## config.mk

```make
export PLATFORM = sky130hd
export DESIGN_NAME = axis_sink_check_flat
export DESIGN_NICKNAME = d
export VERILOG_FILES = /design/src/rtl/axis_sink_check_if.sv /design/src/rtl/axis_sink_check.sv /design/src/flat_wrapper.sv
export SDC_FILE = /design/constraint.sdc
export NUM_CORES = 1
export LEC_CHECK = 0
export BUFFER_PORTS_ARGS = -buffer_cell sky130_fd_sc_hd__buf_2
export CAP_MARGIN = 20
export CORE_AREA = 2 2 93 86
export CTS_CLUSTER_DIAMETER = 120
export DETAILED_ROUTE_END_ITERATION = 7
export DIE_AREA = 0 0 95 88
export SLEW_MARGIN = 0
export SYNTH_ARGS = -nofsm -noshare
export SYNTH_HDL_FRONTEND = slang
export SYNTH_SLANG_ARGS = --single-unit
```

## constraint.sdc

```tcl
create_clock -name aclk -period 2.06 [get_ports aclk]
set_input_delay 0.103 -clock aclk [delete_from_list [all_inputs] [get_ports aclk]]
set_output_delay 0.103 -clock aclk [all_outputs]
set_load 0.05 [all_outputs]
```

## src/rtl/axis_sink_check_if.sv

```systemverilog
// AXI-Stream channel bundle between a stream source and the sink checker.
interface axis_sink_check_if #(
    parameter int DATA_WIDTH = 32
);
    logic [DATA_WIDTH-1:0]   tdata;
    logic [DATA_WIDTH/8-1:0] tkeep;
    logic                    tlast;
    logic                    tvalid;
    logic                    tready;

    modport master (output tdata, output tkeep, output tlast, output tvalid, input tready);
    modport slave  (input tdata, input tkeep, input tlast, input tvalid, output tready);
endinterface

```

## src/rtl/axis_sink_check.sv

```systemverilog
// AXI-Stream sink: applies a tready backpressure pattern, checks beats against the
// {FIXED_DATA, beat index} source pattern plus tkeep/tlast, and counts frames and errors.
//
//   state   | meaning
//   --------+-------------------------------------------------------------
//   ST_IDLE | after reset; tready low, waiting for start
//   ST_RECV | receiving and checking beats; tready follows READY_PATTERN
//   ST_DONE | NUM_FRAMES frames seen; tready low, results held until start
module axis_sink_check #(
    parameter int                             DATA_WIDTH    = 32,
    parameter int                             FRAME_LENGTH  = 16,
    parameter int                             NUM_FRAMES    = 1,
    parameter int                             CNTR_WIDTH    = 4,
    parameter logic [DATA_WIDTH-CNTR_WIDTH-1:0] FIXED_DATA  = 28'h666A500,
    parameter logic [15:0]                    READY_PATTERN = 16'hFFFF
) (
    input  logic                aclk,
    input  logic                arstn,
    input  logic                start,
    axis_sink_check_if.slave    s_axis,
    output logic                busy,
    output logic                done,
    output logic [15:0]         frame_cnt,
    output logic [15:0]         err_cnt,
    output logic [2:0]          err_flags
);

    localparam int                      BEAT_W     = (FRAME_LENGTH > 1) ? $clog2(FRAME_LENGTH) : 1;
    localparam logic [BEAT_W-1:0]       LAST_BEAT  = BEAT_W'(FRAME_LENGTH - 1);
    localparam logic [BEAT_W-1:0]       BEAT_ONE   = BEAT_W'(1);
    localparam logic [DATA_WIDTH/8-1:0] KEEP_ALL   = '1;
    localparam logic [15:0]             NUM_FRM_16 = 16'(NUM_FRAMES);

    typedef enum logic [1:0] {
        ST_IDLE = 2'd0,
        ST_RECV = 2'd1,
        ST_DONE = 2'd2
    } state_t;

    state_t                state_q, state_d;
    logic [3:0]            pat_idx_q, pat_idx_d;
    logic [BEAT_W-1:0]     beat_idx_q, beat_idx_d;
    logic                  tready_q, tready_d;
    logic                  busy_q, busy_d;
    logic                  done_q, done_d;
    logic [15:0]           frame_cnt_q, frame_cnt_d;
    logic [15:0]           err_cnt_q, err_cnt_d;
    logic [2:0]            err_flags_q, err_flags_d;

    logic                  beat;
    logic                  is_last_idx;
    logic                  data_err;
    logic                  keep_err;
    logic                  len_err;
    logic                  eof;
    logic [15:0]           frame_cnt_inc;
    logic [DATA_WIDTH-1:0] exp_data;

    always_comb begin
        state_d       = state_q;
        pat_idx_d     = pat_idx_q;
        beat_idx_d    = beat_idx_q;
        tready_d      = tready_q;
        busy_d        = busy_q;
        done_d        = done_q;
        frame_cnt_d   = frame_cnt_q;
        err_cnt_d     = err_cnt_q;
        err_flags_d   = err_flags_q;

        beat          = (state_q == ST_RECV) && s_axis.tvalid && tready_q;
        exp_data      = {FIXED_DATA, CNTR_WIDTH'(beat_idx_q)};
        is_last_idx   = (beat_idx_q == LAST_BEAT);
        data_err      = (s_axis.tdata != exp_data);
        keep_err      = (s_axis.tkeep != KEEP_ALL);
        // tlast must coincide exactly with the last index: covers early and missing tlast
        len_err       = (s_axis.tlast != is_last_idx);
        eof           = s_axis.tlast || is_last_idx;
        frame_cnt_inc = frame_cnt_q + 16'd1;

        case (state_q)
            ST_IDLE, ST_DONE: begin
                if (start) begin
                    state_d     = ST_RECV;
                    pat_idx_d   = 4'd0;
                    beat_idx_d  = '0;
                    tready_d    = READY_PATTERN[0];
                    busy_d      = 1'b1;
                    done_d      = 1'b0;
                    frame_cnt_d = '0;
                    err_cnt_d   = '0;
                    err_flags_d = '0;
                end
            end
            ST_RECV: begin
                // pat_idx_q is the index of the current cycle; tready is registered one ahead
                pat_idx_d = pat_idx_q + 4'd1;
                tready_d  = READY_PATTERN[pat_idx_d];
                if (beat) begin
                    err_flags_d = err_flags_q | {len_err, keep_err, data_err};
                    if ((data_err || keep_err || len_err) && (err_cnt_q != 16'hFFFF)) begin
                        err_cnt_d = err_cnt_q + 16'd1;
                    end
                    if (eof) begin
                        beat_idx_d  = '0;
                        frame_cnt_d = frame_cnt_inc;
                        if (frame_cnt_inc == NUM_FRM_16) begin
                            state_d  = ST_DONE;
                            tready_d = 1'b0;
                            busy_d   = 1'b0;
                            done_d   = 1'b1;
                        end
                    end else begin
                        beat_idx_d = beat_idx_q + BEAT_ONE;
                    end
                end
            end
            default: begin
                state_d  = ST_IDLE;
                tready_d = 1'b0;
                busy_d   = 1'b0;
                done_d   = 1'b0;
            end
        endcase
    end

    always_ff @(posedge aclk or negedge arstn) begin
        if (!arstn) begin
            state_q     <= ST_IDLE;
            pat_idx_q   <= '0;
            beat_idx_q  <= '0;
            tready_q    <= 1'b0;
            busy_q      <= 1'b0;
            done_q      <= 1'b0;
            frame_cnt_q <= '0;
            err_cnt_q   <= '0;
            err_flags_q <= '0;
        end else begin
            state_q     <= state_d;
            pat_idx_q   <= pat_idx_d;
            beat_idx_q  <= beat_idx_d;
            tready_q    <= tready_d;
            busy_q      <= busy_d;
            done_q      <= done_d;
            frame_cnt_q <= frame_cnt_d;
            err_cnt_q   <= err_cnt_d;
            err_flags_q <= err_flags_d;
        end
    end

    assign s_axis.tready = tready_q;
    assign busy          = busy_q;
    assign done          = done_q;
    assign frame_cnt     = frame_cnt_q;
    assign err_cnt       = err_cnt_q;
    assign err_flags     = err_flags_q;

endmodule

```

## src/flat_wrapper.sv

```systemverilog
// flat-port wrapper written by rule: the top's interface ports become plain ports
module axis_sink_check_flat 
#(
    parameter int                             DATA_WIDTH    = 32,
    parameter int                             FRAME_LENGTH  = 16,
    parameter int                             NUM_FRAMES    = 1,
    parameter int                             CNTR_WIDTH    = 4,
    parameter logic [DATA_WIDTH-CNTR_WIDTH-1:0] FIXED_DATA  = 28'h666A500,
    parameter logic [15:0]                    READY_PATTERN = 16'hFFFF
)
  (aclk, arstn, start, busy, done, frame_cnt, err_cnt, err_flags, s_axis_tdata, s_axis_tkeep, s_axis_tlast, s_axis_tvalid, s_axis_tready);
  axis_sink_check_if #(.DATA_WIDTH(DATA_WIDTH)) s_axis_i ();
  input  logic aclk;
  input  logic arstn;
  input  logic start;
  output logic busy;
  output logic done;
  output logic [15:0] frame_cnt;
  output logic [15:0] err_cnt;
  output logic [2:0] err_flags;
  input wire logic [$bits(s_axis_i.tdata)-1:0] s_axis_tdata;
  input wire logic [$bits(s_axis_i.tkeep)-1:0] s_axis_tkeep;
  input wire logic [$bits(s_axis_i.tlast)-1:0] s_axis_tlast;
  input wire logic [$bits(s_axis_i.tvalid)-1:0] s_axis_tvalid;
  output wire logic [$bits(s_axis_i.tready)-1:0] s_axis_tready;
  assign s_axis_i.tdata = s_axis_tdata;
  assign s_axis_i.tkeep = s_axis_tkeep;
  assign s_axis_i.tlast = s_axis_tlast;
  assign s_axis_i.tvalid = s_axis_tvalid;
  assign s_axis_tready = s_axis_i.tready;
  axis_sink_check #(.DATA_WIDTH(DATA_WIDTH), .FRAME_LENGTH(FRAME_LENGTH), .NUM_FRAMES(NUM_FRAMES), .CNTR_WIDTH(CNTR_WIDTH), .FIXED_DATA(FIXED_DATA), .READY_PATTERN(READY_PATTERN)) u_core (.aclk(aclk), .arstn(arstn), .start(start), .s_axis(s_axis_i), .busy(busy), .done(done), .frame_cnt(frame_cnt), .err_cnt(err_cnt), .err_flags(err_flags));
endmodule
```

# ---- Word-level counts from Yosys, hierarchy flattened
# Memory sizes are Yosys's and may differ from the RTL's.
# Index checks and enable logic that the tools add are counted.
dict set report totals {
  ff_bits 48
  latch_bits 0
  ram_bits 0
  rom_bits 16
  in_bits 41
  out_inout_bits 38
  elab_cells 78
  n_memories 1
}
# memory depth width read_ports rd_ports_with_merged_regs wr line
set mem_list {}
lappend mem_list {{(no name shown)} 16 1 1 0 0 axis_sink_check.sv:97} ;# tready_d = READY_PATTERN[pat_idx_d];
dict set report classes {
  add_sub_neg 4
  mul 0
  div 0
  n_lt_le_gt_ge 1
  n_eq_ne 13
  n_shift 0
  n_mux 35
  bitwise_logic 1
  reduce_logical 14
}
# cell n
set ops {}
lappend ops {{$mux W16} 5}
lappend ops {{$pmux W16 S2} 2}
lappend ops {{$add A16 B1 Y16 const B} 2}
lappend ops {{$ne A32 B31 Y1} 1}
lappend ops {{$eq A16 B1 Y1 const B} 1}
lappend ops {{$ne A16 B16 Y1 const B} 1}
lappend ops {{$pmux W4 S2} 2}
lappend ops {{$mux W1} 12}
lappend ops {{$mux W4} 3}
lappend ops {{$reduce_and A4 Y1} 3}
lappend ops {{$add A4 B1 Y4 const B} 2}
lappend ops {{$mux W2} 4}
lappend ops {{$mux W3} 2}
lappend ops {{$ne A2 B2 Y1 const B} 3}
lappend ops {{$pmux W1 S2} 3}
lappend ops {{$pmux W3 S2} 1}
lappend ops {{$lt A4 B5 Y1 const B} 1}
lappend ops {{$eq A4 B4 Y1 const B} 1}
lappend ops {{$ne A2 B1 Y1 const B} 2}
lappend ops {{$ne A4 B4 Y1 const B} 1}
lappend ops {{$pmux W2 S2} 1}
lappend ops {{$logic_and A1 B1 Y1} 3}
lappend ops {{$logic_or A1 B1 Y1} 3}
lappend ops {{$or A3 B3 Y3} 1}
lappend ops {{8 further kinds} 8}

# ---- Longest topological paths before layout
dict set report depth {
  ltp_word 7
  depth_mapped 10
  mapped_depth_nobuf 7
}

# ---- Least setup slack after synthesis
# No wires, ideal clock.
dict set report synth_path {
  path_type {register -> register}
  start {reg u_core.frame_cnt_q[0], in the netlist u_core.frame_cnt[0]}
  end {reg u_core.done_q, in the netlist u_core.done}
  setup_time_ns 0.120
  arrival_time_ns 2.076
  t_required_ns 1.940
  setup_slack_ns -0.136
  path_stages_with_launch 7
  n_path_buf 0
  period_less_slack_ns 2.196
  path_cell_list {dfrtp_1 > ha_1 > nand2_2 > nor4_4 > nor3_1 > a31o_1 > a31o_1}
}
dict set report synth_via {
  elab_chain_len 4
}
# item line
set synth_rtl {}
lappend synth_rtl {{start, declared} axis_sink_check.sv:46} ;# logic [15:0] frame_cnt_q, frame_cnt_d;
lappend synth_rtl {{start signal, assigned} axis_sink_check.sv:144} ;# frame_cnt_q <= frame_cnt_d;
lappend synth_rtl {{$add A16 B1 Y16} axis_sink_check.sv:78} ;# frame_cnt_inc = frame_cnt_q + 16'd1;
lappend synth_rtl {{$eq A16 B1 Y1} axis_sink_check.sv:106} ;# if (frame_cnt_inc == NUM_FRM_16) begin
lappend synth_rtl {{$ne A2 B2 Y1 (no source line)} n/a}
lappend synth_rtl {{$reduce_and A4 Y1 (no source line)} n/a}
lappend synth_rtl {{end signal, assigned} axis_sink_check.sv:143} ;# done_q <= done_d;
lappend synth_rtl {{end, declared} axis_sink_check.sv:45} ;# logic done_q, done_d;
# Every way passes these cells.
# A chain may end at the register's enable or synchronous reset.

# ---- Worst setup path after layout
dict set report layout_path {
  start {reg u_core.state_q[0]}
  end {reg u_core.err_cnt_q[7], in the netlist u_core.err_cnt[7]}
}
dict set report layout_via {
  elab_chain_len 5
  elab_cells_between_ends 12
  cone_classes {eq/ne: 5; mux: 1; reduce/logical: 6}
}
# item line
set layout_rtl {}
lappend layout_rtl {{start, declared} axis_sink_check.sv:40} ;# state_t state_q, state_d;
lappend layout_rtl {{start signal, assigned} axis_sink_check.sv:138} ;# state_q <= state_d;
lappend layout_rtl {{$eq A2 B1 Y1} {axis_sink_check.sv:70, axis_sink_check.sv:80}}
lappend layout_rtl {{$logic_and A1 B1 Y1 (2 in a row)} axis_sink_check.sv:70} ;# beat = (state_q == ST_RECV) && s_axis.tvalid && tready_q;
lappend layout_rtl {{$ne A2 B1 Y1 (no source line)} n/a}
lappend layout_rtl {{$reduce_and A4 Y1 (no source line)} n/a}
lappend layout_rtl {{end signal, assigned} axis_sink_check.sv:145} ;# err_cnt_q <= err_cnt_d;
lappend layout_rtl {{end, declared} axis_sink_check.sv:47} ;# logic [15:0] err_cnt_q, err_cnt_d;
# Several ways; a longest one is shown, not always the timed one.

==> flow_summary.yaml <==
pwr:
  power.net_switching_uw: 1324
  peak_supply_drop_uv: 514.4
  power_per_cell_area_nw_per_um2: 847.1
  switching_share: 0.4271
  p_int_uw: 1775
  clock_network_fraction_of_design_power: 0.220
  power_frac_seq: 0.361
  combinational_power_share: 0.418
  finalPower_uw: 3099
  p_leak_uw: 0.001696
synth:
  number_of_synthesized_flops_with_an_enable_pin: 0
  synth_compound_area_frac: 0.2100
  combinational_family_with_the_most_area_after_synthesis: "simple AND/OR/NAND/NOR gates"
  synth-main-ff-cell: "sky130_fd_sc_hd__dfrtp_1"
  yosys_warnings: 0
  synth-seq-cells: 43
  syn-instance-count: 318
  synthAdderAreaFrac: 0.02215
  synthesized_net_count: 364
  synth.area.mux_share: 0.01418
  mappedNetlistArea_um2: 2824
  postSynth.asyncResetShare: 1.000
  syn_area_per_cell_um2: 8.880
  yosys.area_share.simple: 0.2898
  yosys.cell_types.count: 58
  synth.yosys.seq_area_share: 0.3810
  synth_xor_area_frac: 0.03412
critical_path:
  critical_path_required_ns: 2.28
  maximum_fanout_along_the_worst_path: 10
  cp-end-kind: "register"
  worst_setup_path_start_kind: "register"
  worst-r2r-cell-count: 5
  critPathKind: "reg -> reg"
  r2r_end: "u_core.err_cnt[7]"
  internal_reg_to_reg_setup_slack_ns: 0.08
  r2r_start: "u_core.state_q[0]"
  worst_ep_arrival_time_ns: 2.20
detailed_routing:
  number_of_vias_per_cell: 5.580
  drc: 0
  final_antenna_net_count: 0
  number_of_vias_after_detailed_routing: 2829
  total_wirelength_of_the_detailed_routed_design_um: 7877
  initialDrtViolationCount: 104
  first_pass_iters: 4
  routedWlPerCell_um: 15.54
clock_network:
  tritoncts: "yes"
  tritoncts.num_buffers: 5
  cts_htree_levels: 2
  cts_root_buffer: "sky130_fd_sc_hd__clkbuf_8"
  clk_path_buf_depth: 2
  clock_sink_count: 43
  clock_insertion_delay_worst_skew_ns: 0.30
  path_clk_slew_ns: 0.10
timing:
  finalCritPeriodShare: 0.9593
  layout_setup_ws_ns: 0.08377
  skew_ns: 0.01735
  setup-violations-final: 0
  tns_ns: 0
  fin_crit_ns: 1.976
  slew_headroom: 0.6060
  max_freq_mhz: 506.0
  timing.final.hold_violations: 0
  drv_slew: 0
  rsz0062_at_grt: "yes"
  tightestPinTransition_ns: 0.5911
cells_and_area:
  diodes: 0
  final_nets: 456
  drive_gt1_frac: 0.3406
  most_frequent_cells_in_the_layout: "79 x sky130_fd_sc_hd__buf_2, 39 x sky130_fd_sc_hd__dfrtp_1, 32 x sky130_fd_sc_hd__o21ai_0"
  fillerInstances: 712
  layout.core_utilization: 0.4948
  layout.cells.most_common: "sky130_fd_sc_hd__buf_2"
  synthToLayoutAreaGrowth_pct: 29.55
placement:
  post_placement_worst_setup_slack_ns: 0.01804
  io_buffers: 78
  globalplace.congestion: 0.8299
  detailedPlacementHpwl_um: 5663
hold_path:
  holdCritPathClass: "in -> reg"
  holdPathEnd: "u_core.err_flags[1]"
  worstHoldStart: "s_axis_tkeep[0]"
  timing.hold.worst_path_depth: 4
floorplan:
  die_h_um: 88
  coreArea_um2: 7395
  design.die.area_um2: 8360
  rows: 30
  chipWidth_um: 95
  io_pins: 79
  initial_standard_cell_utilization_of_the_core: 0.3819
global_routing:
  initial_antenna_violation_count: 0
  grt_max_degree: 23
  grt_pass1_vias: 2558
  globalRoute.totalOverflow: 0
  track_usage: 0.1866
  first_pass_grt_wire_length_um: 12460
status:
  run_status: "finished clean"
flow_run:
  drv_cap: 0
## per-layer routing
| layer | vias up | GRT usage | part of all wire |
|---|---|---|---|
| li1 | 1380 | - | - |
| met1 | 1393 | 0.2598 | 0.47 |
| met2 | 51 | 0.3063 | 0.49 |
| met3 | 5 | 0.02840 | 0.032 |
| met4 | 0 | 0.04611 | 0.0070 |
| met5 | - | 0 | 0 |
## area by class of cell
type	count	area (um2)	area share
Clock buffer	5	68.82	0.01881
Clock inverter	3	46.29	0.01265
Inverter	4	15.01	0.004104
Multi-Input combinational cell	249	1687	0.4610
Sequential cell	43	1081	0.2955
Tap cell	96	120.1	0.03283
Timing Repair Buffer	107	640.6	0.1751
## worst max-delay path by stage
stage               slack, ns                    to                 start  depth (start not counted)
detailed placement       0.02     u_core.state_q[0]  u_core.beat_idx_q[0]                          7
global route           -0.003     u_core.err_cnt[1]  u_core.beat_idx_q[1]                          8
global placement         0.07  u_core.s_axis.tready  u_core.beat_idx_q[1]                          7
CTS                      0.05     u_core.state_q[0]   u_core.frame_cnt[1]                          6
floorplan                0.01     u_core.err_cnt[0]     u_core.err_cnt[1]                          7
finish                   0.08     u_core.err_cnt[7]     u_core.state_q[0]                          5
## sequential cells by signal (all words and copies together) (netlist names)
register              cells
u_core.frame_cnt         16
u_core.beat_idx_q         4
u_core.state_q            1
u_core.s_axis.tready      1
u_core.done               1
u_core.busy               1
u_core.err_cnt           16
u_core.err_flags          3
## power by group through the flow
stage               combinational (uW)  clock (uW)  sequential [uW]
floorplan                          541           0             1430
global placement                  1240           0             1120
detailed placement                1260           0             1120
CTS                               1260         702             1110
global route                      1420         736             1140
finish                            1300         683             1120
## kinds of logic after synthesis
logic type | count (synthesis)
buffers and inverters | 26
DFF | 43
AOI/OAI and AO/OA | 91
muxes | 4
xor gates and xnor gates | 11
and+or+nand+nor | 138
adders and majority gates | 5
## synth_stat cells (all sizes together) (8+ instances only)
library cell	instances	area, um2
buf	14	92.59
or3	14	87.58
and3	8	56.31
nand2	30	115.1
o21ai	35	175.2
nand4	10	77.57
a21oi	20	100.1
o2111ai	8	70.07
dfrtp	43	1076
nand3	15	87.59
nor2	23	93.84
clkbuf	8	30.03
## through the flow
| step | std cells | hold slack, ns | cell area, um2 |
|---|---|---|---|
| after global routing | 507 | 0.1956 | 3659 |
| final | 507 | 0.1760 | 3659 |
| after floorplan | 318 | -0.1926 | 2834 |
| after global placement | 491 | 0.1309 | 3410 |
| after detailed placement | 491 | 0.1313 | 3410 |
| after CTS | 500 | 0.1652 | 3535 |
## repair_timing
item	CTS	global route
endpoints found under the hold margin	21	0
resized for setup	0	18
setup buffers	0	5
hold buffers	1	0
gates cloned	0	2
pin swaps	1	2
setup endpoints to repair	2	27
## worst max-delay path, cell delays in order (launching register included)
cell,delay (ns)
sky130_fd_sc_hd__dfrtp_1,0.52
sky130_fd_sc_hd__nand4b_2,0.28
sky130_fd_sc_hd__a211oi_2,0.41
sky130_fd_sc_hd__o211ai_1,0.16
sky130_fd_sc_hd__or4_1,0.42
sky130_fd_sc_hd__o21ai_1,0.10
Power figures use the tool's default switching activity.
